$ cat src/rtl/rx_chan_packer.sv
// Packs 1..4 channel words per strobe into a 16-bit FIFO, dropping whole sets when the FIFO or packer is busy.
// Optional dropped-set counter: define RX_PACKER_OVR_CNT_EN to build ovr_cnt; otherwise it is tied to zero.
module rx_chan_packer #(
    parameter int FIFO_AW = 4
) (
    input  logic                 clock,
    input  logic                 reset,
    input  logic                 enable,
    input  logic [2:0]           nwords,
    input  logic                 strobe,
    input  logic [15:0]          ch0,
    input  logic [15:0]          ch1,
    input  logic [15:0]          ch2,
    input  logic [15:0]          ch3,
    input  logic                 rd_en,
    input  logic                 clear_status,
    output logic [15:0]          dout,
    output logic                 empty,
    output logic [FIFO_AW:0]     count,
    output logic                 overrun,
    output logic [15:0]          ovr_cnt,
    output logic                 o_dbg_state,
    output logic [1:0]           o_dbg_idx
);

    localparam int DEPTH = 2 ** FIFO_AW;

    typedef enum logic {
        S_IDLE  = 1'b0,
        S_WRITE = 1'b1
    } state_t;

    state_t               r_state;
    state_t               w_state_next;

    logic [15:0]          r_word [4];
    logic [1:0]           r_last_idx;
    logic [1:0]           r_idx;

    logic [15:0]          r_mem [DEPTH];
    logic [FIFO_AW-1:0]   r_wptr;
    logic [FIFO_AW-1:0]   r_rptr;
    logic [FIFO_AW:0]     r_count;
    logic [FIFO_AW:0]     w_count_next;
    logic                 r_empty;
    logic [15:0]          r_dout;
    logic                 r_overrun;

    logic                 w_nwords_ok;
    logic                 w_strobe_qual;
    logic [FIFO_AW:0]     w_free;
    logic                 w_space_ok;
    logic                 w_accept;
    logic                 w_drop;
    logic                 w_wr;
    logic                 w_last;
    logic                 w_pop;

    // Space is judged on the occupancy registered at the strobe edge; a concurrent pop earns no credit.
    assign w_nwords_ok   = (nwords >= 3'd1) && (nwords <= 3'd4);
    assign w_strobe_qual = strobe && enable && w_nwords_ok;
    assign w_free        = (FIFO_AW + 1)'(DEPTH) - r_count;
    assign w_space_ok    = (w_free >= (FIFO_AW + 1)'(nwords));
    assign w_pop         = rd_en && !r_empty;

    always_comb begin
        w_state_next = r_state;
        w_accept     = 1'b0;
        w_drop       = 1'b0;
        w_wr         = 1'b0;
        w_last       = 1'b0;
        case (r_state)
            S_IDLE: begin
                if (w_strobe_qual) begin
                    if (w_space_ok) begin
                        w_accept     = 1'b1;
                        w_state_next = S_WRITE;
                    end else begin
                        w_drop = 1'b1;
                    end
                end
            end
            S_WRITE: begin
                w_wr   = 1'b1;
                w_last = (r_idx == r_last_idx);
                if (w_last) begin
                    w_state_next = S_IDLE;
                end
                if (w_strobe_qual) begin
                    w_drop = 1'b1;
                end
            end
            default: begin
                w_state_next = S_IDLE;
            end
        endcase
    end

    always_ff @(posedge clock) begin
        if (reset) begin
            r_state <= S_IDLE;
        end else begin
            r_state <= w_state_next;
        end
    end

    always_ff @(posedge clock) begin
        if (reset) begin
            r_idx <= 2'd0;
        end else if (w_accept) begin
            r_idx <= 2'd0;
        end else if (w_wr) begin
            r_idx <= w_last ? 2'd0 : r_idx + 2'd1;
        end
    end

    // The sample set is captured once so the channel inputs may change while it drains.
    always_ff @(posedge clock) begin
        if (w_accept) begin
            r_word[0]  <= ch0;
            r_word[1]  <= ch1;
            r_word[2]  <= ch2;
            r_word[3]  <= ch3;
            r_last_idx <= 2'(nwords - 3'd1);
        end
    end

    always_ff @(posedge clock) begin
        if (w_wr && !reset) begin
            r_mem[r_wptr] <= r_word[r_idx];
        end
    end

    always_comb begin
        w_count_next = r_count;
        case ({w_wr, w_pop})
            2'b10:   w_count_next = r_count + (FIFO_AW + 1)'(1);
            2'b01:   w_count_next = r_count - (FIFO_AW + 1)'(1);
            default: w_count_next = r_count;
        endcase
    end

    always_ff @(posedge clock) begin
        if (reset) begin
            r_wptr  <= '0;
            r_rptr  <= '0;
            r_count <= '0;
            r_empty <= 1'b1;
            r_dout  <= 16'h0000;
        end else begin
            if (w_wr) begin
                r_wptr <= r_wptr + 1'b1;
            end
            if (w_pop) begin
                r_rptr <= r_rptr + 1'b1;
                r_dout <= r_mem[r_rptr];
            end
            r_count <= w_count_next;
            r_empty <= (w_count_next == '0);
        end
    end

    always_ff @(posedge clock) begin
        if (reset) begin
            r_overrun <= 1'b0;
        end else if (w_drop) begin
            r_overrun <= 1'b1;
        end else if (clear_status) begin
            r_overrun <= 1'b0;
        end
    end

`ifdef RX_PACKER_OVR_CNT_EN
    logic [15:0] r_ovr_cnt;

    // A drop coinciding with a clear restarts the count at one rather than losing the event.
    always_ff @(posedge clock) begin
        if (reset) begin
            r_ovr_cnt <= 16'h0000;
        end else if (w_drop) begin
            if (clear_status) begin
                r_ovr_cnt <= 16'h0001;
            end else if (r_ovr_cnt != 16'hFFFF) begin
                r_ovr_cnt <= r_ovr_cnt + 16'h0001;
            end
        end else if (clear_status) begin
            r_ovr_cnt <= 16'h0000;
        end
    end

    assign ovr_cnt = r_ovr_cnt;
`else
    assign ovr_cnt = 16'h0000;
`endif

    assign dout        = r_dout;
    assign empty       = r_empty;
    assign count       = r_count;
    assign overrun     = r_overrun;
    assign o_dbg_state = (r_state == S_WRITE);
    assign o_dbg_idx   = r_idx;

endmodule
$ cat config.mk
export PLATFORM = sky130hd
export DESIGN_NAME = rx_chan_packer
export DESIGN_NICKNAME = d
export VERILOG_FILES = /design/src/rtl/rx_chan_packer.sv
export SDC_FILE = /design/constraint.sdc
export NUM_CORES = 1
export LEC_CHECK = 0
export CAP_MARGIN = 30
export CORE_MARGIN = 4
export CORE_UTILIZATION = 30
export DETAILED_ROUTE_END_ITERATION = 10
export PLACE_DENSITY = 0.58
export RECOVER_POWER = 25
export SYNTH_ARGS = -nofsm -noshare
export SYNTH_HDL_FRONTEND = slang
export SYNTH_SLANG_ARGS = --single-unit
$ cat constraint.sdc
create_clock -name clock -period 7.85 [get_ports clock]
set_input_delay 1.57 -clock clock [delete_from_list [all_inputs] [get_ports clock]]
set_output_delay 1.57 -clock clock [all_outputs]
set_load 0.1 [all_outputs]
==> qor.csv, run 1 <==
stage,metric,value,unit
sta,hold_viol_final,0,
finish,antenna_cells,0,
worst_setup_path,reg2reg_depth,5,
sta,fin_skew,0.0103,ns
yosys,ys_seq_area_share,74.7,%
clocking,cts.path.max_buffers,3,
finish,design_area,0.0168,sq mm
yosys,syn_inst,687,
clocking,htreeDepth,2,
detailed_routing,vias,6483,
worst_setup_path,worstReg2RegStart,r_rptr[0],
worst_setup_path,path_max_fanout,10,
min_path,hold_depth,2,
power,seqPwrFrac,48.7,%
global_routing,grt_max_degree,69,
power,powerDensity,275,mW/mm^2
yosys,synth_xor_area_share,1.01,%
global_routing,overflow,0,
clocking,clk_latency,0.52,ns
yosys,synth_edf_count,322,
yosys,synth_compound_area_share,4.08,%
clocking,clkTransAtPathRegs,0.06,ns
detailed_routing,drtPass1Iterations,4,
detailed_routing,wirelength,26700,microns
clocking,cts_buffers,38,
worst_setup_path,setup.worst_path.start,count[2],
finish,final_common_cell,edfxtp_1,
yosys,synth_adder_area_share,1.26,%
finish,final_cells,1427,
detailed_routing,wl_per_cell,18.7,microns
sta,min_period_over_period,48.9,%
worst_setup_path,path_class,reg -> out,
power,leakage,5.28,nW
floorplan,coreArea,0.0456,sq mm
worst_setup_path,cp_num_buf_inv,1,
placed_design,dp_cells,1355,
yosys,synth.area.mux_share,13.2,%
finish,syn_to_final_growth,20.9,%
worst_setup_path,crit_path_end_kind,output port,
clocking,cts_tree,built,
sta,clock.fmax,260,MHz
power,power.switching,1.14,mW
clocking,cts_hold_buf,0,
worst_setup_path,critical_path_depth,1,
yosys,syn-cell-area,0.0139,sq mm
finish,drive_above_1_share,19.8,%
worst_setup_path,crit_arrival,2.27,ns
yosys,yosys_warnings,0,
power,p_clk_share,37.4,%
global_routing,antenna_found_initial,0,
finish,regArea,0.0104,sq mm
yosys,yosys.area_share.simple,3.23,%
detailed_routing,drt_iter0_markers,336,
global_routing,grt_pass1_vias,6810,
detailed_routing,drc_errors,0,
yosys,avgSynthCellArea,20.2,sq um
sta,rsz0062_at_grt,no,
placed_design,place_area,0.0155,sq mm
sta,setup_violations,0,
job,max-cap-violations,0,
sta,relSlewSlack,31.0,%
sta,worstMarginPinSlew,1.03,ns
run_status,outcome,finished clean,
power,power.internal,3.48,mW
finish,multi_input_area,0.00323,sq mm
finish,postLayoutCoreUtil,36.9,%
yosys,async_reset_ff_share,0,%
worst_setup_path,cp_cell_sequence,clkdlybuf4s50_1,
floorplan,rows,78,
placed_design,dpl.hpwl,16500,microns
floorplan,die-height,223,microns
floorplan,fp.dieW,223,microns
worst_setup_path,critPathMaxStageDelay,1.21,ns
placed_design,port_buffers,98,
worst_setup_path,slowest_stage,clkdlybuf4s50_1,
placed_design,place.gp.congestion,0.688,
power,ir_drop,0.000186,V
min_path,hold_path.class,reg -> reg,
sta,min_period,3.84,ns
floorplan,die_area,0.0499,sq mm
worst_setup_path,cp_top_family,buffers and inverters,
finish,fillCellCount,4151,
yosys,ys_ff_latch,358,
worst_setup_path,cp-start-kind,flop,
global_routing,grt_pass1_wl,41000,microns
finish,nNetsFinal,887,
clocking,clock-sinks,358,
worst_setup_path,critPathRequiredTime,6.28,ns
power,pwr-share-comb,13.8,%
finish,layout_common_cells,"edfxtp_1 (322), mux4_2 (80), dlygate4sd3_1 (64), clkbuf_16 (40)",
min_path,min_from,overrun,
floorplan,initial_core_util,30.5,%
clocking,cts_setup_buffers,0,
detailed_routing,antenna_left,0,
yosys,synthFlopType,edfxtp_1,
power,sw_frac_of_total,24.7,%
yosys,synth_top_family_by_area,multiplexers,
sta,slew_viol_final,0,
sta,fin_tns_setup,0,ns
yosys,synthDistinctLibCells,43,
global_routing,grt_usage,10.6,%
clocking,post_cts_resized,0,
clocking,clockRootBuffer,clkbuf_16,
floorplan,io_pins,115,
detailed_routing,viasPerCell,4.54,
==> power by group through the flow <==
stage | logic (mW) | registers, mW | clock network, mW
6_report | 0.640 | 2.25 | 1.73
5_1_grt | 0.690 | 2.27 | 1.86
4_1_cts | 0.655 | 2.26 | 1.79
3_5_place_dp | 0.654 | 2.30 | 0
3_3_place_gp | 0.648 | 2.30 | 0
2_1_floorplan | 0.392 | 2.40 | 0
==> path summary, 6_finish.rpt <==
kind | slack [ns] | to
setup / recovery | 4.01 | count[2]
hold / removal | 0.48 | overrun
setup reg to reg | 4.86 | dout[5]
hold reg to reg | 0.48 | overrun
==> state kept, by name (all words and copies together) (netlist names), 2 cells and up, named ones only <==
signal and count:
r_wptr 4, r_last_idx 2, r_mem 256, count 5
r_word 64, o_dbg_idx 2, dout 16, r_rptr 4
==> cell type report <==
| class | instances | area share (%) |
|---|---|---|
| flip-flops and latches | 358 | 61.8 |
| multi-input cells | 279 | 19.2 |
| repair buffers | 112 | 7.06 |
| clock buffers | 46 | 5.96 |
| well taps | 600 | 4.46 |
| clock inverters | 21 | 1.24 |
| inverters | 11 | 0.246 |
==> per-layer routing <==
metal | wire (microns) | vias to the layer above | GRT usage (%)
li1 | - | 2998 | -
met3 | 1220 | 39 | 1.75
met1 | 12400 | 3304 | 14.9
met4 | 573 | 0 | 3.14
met5 | 0 | - | 0
met2 | 12500 | 142 | 16.9
==> synthesized netlist by cell type (9+ instances only) <==
master | count | area [sq um]
a221oi_2 | 9 | 135
a22o_1 | 16 | 140
and2_1 | 17 | 106
buf_4 | 19 | 143
clkbuf_1 | 19 | 71.3
dfxtp_1 | 36 | 721
edfxtp_1 | 322 | 9670
ha_1 | 14 | 175
inv_1 | 11 | 41.3
mux4_2 | 80 | 1800
nand2b_1 | 19 | 119
nor2_1 | 20 | 75.1
o22ai_1 | 17 | 106
xor2_1 | 10 | 87.6
==> stage by stage <==
step	hold WS, ns	setup WS [ns]	total power, mW
2_1_floorplan	0.528	3.70	2.79
3_3_place_gp	0.464	3.75	2.94
3_5_place_dp	0.478	3.71	2.95
4_1_cts	0.490	3.97	4.70
5_1_grt	0.507	3.91	4.82
6_report	0.483	4.01	4.62
==> logic make-up (layout without fill, tap and decap cells) <==
kind of cell,after synthesis,after routing
flops,358,358
mux,83,83
xor+xnor,16,16
buf+inv,65,190
simple gates,82,82
compound gates,68,68
other cells,1,16
fa+ha+maj,14,14
Note: power is estimated with default switching activity, not from simulation.
==> inputs of run 2 (changes only) <==
- clock period: 7.85 -> 3.6 ns (I/O delays scaled with it)
==> qor.csv, run 2 (synthesis gave the netlist of run 1 again) <==
stage,metric,value,unit
run_status,outcome,finished clean,
sta,hold_viol_final,0,
power,leakage,5.34,nW
worst_setup_path,reg2reg_depth,4,
floorplan,fp.dieW,223,microns
worst_setup_path,cp_cell_sequence,clkbuf_1 > mux4_2 > a221oi_1 > o22ai_1,
worst_setup_path,critPathRequiredTime,3.98,ns
clocking,clockRootBuffer,clkbuf_16,
clocking,clkTransAtPathRegs,0.06,ns
clocking,post_cts_resized,0,
clocking,clk_latency,0.53,ns
clocking,cts_hold_buf,0,
sta,hold_slack,0.478,ns
global_routing,grt_pass1_wl,42200,microns
power,powerDensity,598,mW/mm^2
sta,timing.final.ws_setup,0.589,ns
worst_setup_path,crit_path_end_kind,flop,
sta,min_period_over_period,83.6,%
clocking,clock-sinks,358,
finish,antenna_cells,0,
detailed_routing,viasPerCell,4.57,
floorplan,io_pins,115,
sta,setup_violations,0,
detailed_routing,vias,6604,
detailed_routing,wirelength,27300,microns
min_path,hold_path.class,reg -> reg,
clocking,cts_setup_buffers,0,
detailed_routing,antenna_left,0,
finish,drive_above_1_share,21.4,%
worst_setup_path,path_class,reg -> reg,
detailed_routing,wl_per_cell,18.9,microns
detailed_routing,drc_errors,0,
global_routing,grt_usage,10.9,%
floorplan,coreArea,0.0456,sq mm
floorplan,die_area,0.0499,sq mm
finish,top_register,r_mem,
floorplan,rows,78,
min_path,hold_depth,2,
sta,worstMarginPinSlew,1.44,ns
sta,fin_tns_setup,0,ns
finish,layout_common_cells,"edfxtp_1 (322), mux4_2 (80), dlygate4sd3_1 (66), clkbuf_16 (37), dfxtp_1 (33)",
sta,min_period,3.01,ns
worst_setup_path,crit_arrival,3.40,ns
worst_setup_path,critPathMaxStageDelay,1.27,ns
finish,design_area,0.0168,sq mm
global_routing,antenna_found_initial,0,
floorplan,initial_core_util,30.5,%
worst_setup_path,path_max_fanout,28,
power,p_total,10.1,mW
global_routing,grt_max_degree,69,
floorplan,die-height,223,microns
finish,final_cells,1444,
placed_design,place.gp.congestion,0.711,
finish,nNetsFinal,904,
placed_design,dpl.hpwl,17200,microns
sta,relSlewSlack,4.20,%
global_routing,overflow,0,
sta,fin_skew,0.0209,ns
placed_design,port_buffers,98,
placed_design,dpl_worst_slack,0.274,ns
placed_design,place_area,0.0157,sq mm
clocking,cts_tree,built,
worst_setup_path,cp-start-kind,flop,
worst_setup_path,slowest_stage,dfxtp_1,
sta,rsz0062_at_grt,no,
finish,syn_to_final_growth,21.1,%
sta,clock.fmax,332,MHz
placed_design,dp_cells,1378,
clocking,cts_buffers,37,
finish,largest_register_ffs,256,
power,ir_drop,0.000370,V
detailed_routing,drt_iter0_markers,444,
finish,fillCellCount,4150,
finish,final_common_cell,edfxtp_1,
clocking,htreeDepth,2,
sta,slew_viol_final,0,
clocking,cts.path.max_buffers,3,
job,max-cap-violations,0,
global_routing,grt_pass1_vias,6987,
detailed_routing,drtPass1Iterations,5,
finish,postLayoutCoreUtil,37.0,%
==> run 2: changes by cell type in the layout (fill, tap and decap cells not counted), moves of 2 or more <==
cell             before  now
clkbuf_1              7   12
buf_4                 8   31
clkbuf_8              0    2
clkdlybuf4s50_1      34   29
clkbuf_16            40   37
buf_16                4    1
clkinv_1              4    2
clkinv_2             10    7
dlygate4sd3_1        64   66
==> run 2: critical path, delay by kind of cell, from the launching register on <==
kind | cells | cell delay [ns]
AOI/OAI and AO/OA | 2 | 0.60
buffers and inverters | 1 | 0.59
DFF | 1 | 1.27
muxes | 1 | 0.40
==> run 2: per-layer routing <==
layer	global-route usage [%]	vias up	share of wire, %
li1	-	3031	-
met1	14.8	3381	44
met2	18.1	151	49
met3	2.05	41	4.3
met4	3.18	0	2.2
met5	0	-	0
==> run 2: power breakdown <==
part           internal, mW  switching, mW  leakage (nW)  total, mW
logic                 0.547          0.884          1.56       1.43
registers              4.79          0.115          3.20       4.91
clock network          2.23           1.50         0.583       3.73
total                  7.57           2.50          5.34       10.1
==> run 2: path summary, 6_finish.rpt <==
check                           slack [ns]      end       from
worst max-delay path                  0.59  dout[5]  r_rptr[1]
worst min-delay path                  0.48  overrun    overrun
worst max register to register        0.59  dout[5]  r_rptr[1]
worst min register to register        0.48  overrun    overrun
==> run 2: final cells by class <==
type / count / area (sq um) / share of cell area (%)
well taps: 600 / 751 / 4.46
multi-input cells: 279 / 3230 / 19.2
repair buffers: 130 / 1240 / 7.35
clock inverters: 17 / 196 / 1.17
flip-flops and latches: 358 / 10400 / 61.7
clock buffers: 49 / 991 / 5.88
inverters: 11 / 45.0 / 0.267
==> inputs of run 3 (changes only) <==
- PLACE_DENSITY: 0.58 -> 0.59
- clock period: 3.6 -> 2.6 ns (I/O delays scaled with it)
==> qor.csv, run 3 (synthesis gave the netlist of run 1 again) <==
stage,metric,value,unit
sta,hold_slack,0.474,ns
sta,min_period,2.33,ns
global_routing,overflow,0,
sta,clock.fmax,429,MHz
clocking,cts_tree,built,
finish,largest_register_ffs,256,
power,p_clk_share,35.1,%
placed_design,port_buffers,98,
run_status,outcome,finished clean,
placed_design,place.gp.congestion,0.728,
detailed_routing,vias,6673,
sta,timing.final.ws_setup,0.269,ns
sta,setup_violations,0,
clocking,htreeDepth,2,
finish,layout_common_cells,"edfxtp_1 (322), mux4_2 (80), dlygate4sd3_1 (66), clkbuf_16 (37), buf_4 (34)",
detailed_routing,wirelength,27500,microns
finish,final_cells,1458,
placed_design,place_area,0.0160,sq mm
floorplan,die-height,223,microns
job,max-cap-violations,0,
worst_setup_path,cp_cell_sequence,dlygate4sd3_1 > nor2_1 > and3_1 > and2_0 > dlymetal6s2s_1,
finish,fillCellCount,4212,
floorplan,fp.dieW,223,microns
clocking,clockRootBuffer,clkbuf_16,
clocking,cts_buffers,37,
power,power.switching,3.51,mW
min_path,hold_path.class,reg -> reg,
sta,relSlewSlack,22.4,%
finish,final_common_cell,edfxtp_1,
sta,slew_viol_final,0,
power,power.internal,10.2,mW
power,sw_frac_of_total,25.6,%
clocking,clkTransAtPathRegs,0.06,ns
worst_setup_path,cp_num_buf_inv,2,
global_routing,antenna_found_initial,0,
global_routing,grt_pass1_wl,42400,microns
placed_design,dpl_worst_slack,-0.0948,ns
finish,antenna_cells,0,
floorplan,rows,78,
finish,design_area,0.0170,sq mm
worst_setup_path,crit_arrival,2.48,ns
clocking,cts_setup_buffers,0,
sta,fin_tns_setup,0,ns
power,seqPwrFrac,49.4,%
detailed_routing,antenna_left,0,
floorplan,die_area,0.0499,sq mm
detailed_routing,drc_errors,0,
worst_setup_path,path_max_fanout,16,
sta,rsz0062_at_grt,no,
worst_setup_path,path_class,in -> reg,
power,ir_drop,0.000468,V
clocking,post_cts_resized,0,
sta,worstMarginPinSlew,1.17,ns
power,powerDensity,807,mW/mm^2
finish,syn_to_final_growth,22.0,%
worst_setup_path,cp_top_family,buffers and inverters,
detailed_routing,wl_per_cell,18.9,microns
finish,nNetsFinal,919,
detailed_routing,drtPass1Iterations,4,
worst_setup_path,ff2ff_setup_slack,0.32,ns
sta,min_period_over_period,89.7,%
detailed_routing,drt_iter0_markers,437,
global_routing,grt_usage,11.0,%
worst_setup_path,cp-start-kind,input pin,
power,p_total,13.7,mW
clocking,cts.path.max_buffers,3,
clocking,clk_latency,0.53,ns
global_routing,grt_pass1_vias,7189,
global_routing,grt_max_degree,43,
sta,hold_viol_final,0,
placed_design,dp_cells,1393,
clocking,cts_hold_buf,0,
finish,drive_above_1_share,25.8,%
floorplan,initial_core_util,30.5,%
worst_setup_path,critPathRequiredTime,2.74,ns
worst_setup_path,slowest_stage,dlymetal6s2s_1,
finish,postLayoutCoreUtil,37.2,%
worst_setup_path,critPathMaxStageDelay,0.70,ns
power,leakage,5.44,nW
clocking,clock-sinks,358,
worst_setup_path,crit_path_end_kind,flop,
placed_design,dpl.hpwl,17600,microns
floorplan,io_pins,115,
finish,top_register,r_mem,
detailed_routing,viasPerCell,4.58,
sta,fin_skew,0.0244,ns
power,pwr-share-comb,15.5,%
floorplan,coreArea,0.0456,sq mm
==> run 3: changes by cell type in the layout (fill, tap and decap cells not counted), moves of 3 or more <==
cell and delta:
clkinv_1 +3, buf_4 +3, bufinv_16 -3, dfxtp_1 -4, clkdlybuf4s50_1 -23, dfxtp_4 +4, buf_12 +14, clkbuf_2 +19
==> run 3: power groups by stage <==
stage	registers [mW]	logic, mW	clock network, mW
after global placement	6.88	2.18	0
after global routing	6.78	2.28	5.24
after CTS	6.77	2.21	4.97
after detailed placement	6.89	2.21	0
final	6.76	2.12	4.81
after floorplan	7.24	1.24	0
==> run 3: worst register-to-register path: stages (launching register included) <==
cell and delay (ns):
dfxtp_4 0.36, inv_1 0.16, ha_4 0.24, ha_4 0.25
a21o_1 0.12, a211oi_2 0.07, or3_4 0.39, clkinvlp_4 0.09
buf_12 0.15, buf_12 0.17
==> run 3: area by class of cell <==
cell class	count	area [sq um]	share of cell area, %
clock inverters	18	124	0.730
clock buffers	47	963	5.68
inverters	11	47.5	0.280
well taps	600	751	4.43
multi-input cells	279	3260	19.2
flip-flops and latches	358	10400	61.4
repair buffers	145	1400	8.25
==> run 3: path summary, 6_finish.rpt <==
kind	start	end	cells past startpoint
worst max-delay path	reset	r_mem[12][11]	5
worst min-delay path	overrun	overrun	2
worst max register to register	count[0]	r_word[0][13]	9
worst min register to register	overrun	overrun	2
==> run 3: per-layer routing <==
| layer | vias up | routed length [microns] | track usage (%) |
|---|---|---|---|
| met2 | 137 | 13800 | 18.8 |
| met1 | 3439 | 12200 | 14.5 |
| met5 | - | 0 | 0 |
| met3 | 41 | 989 | 1.89 |
| met4 | 0 | 526 | 3.00 |
| li1 | 3056 | - | - |
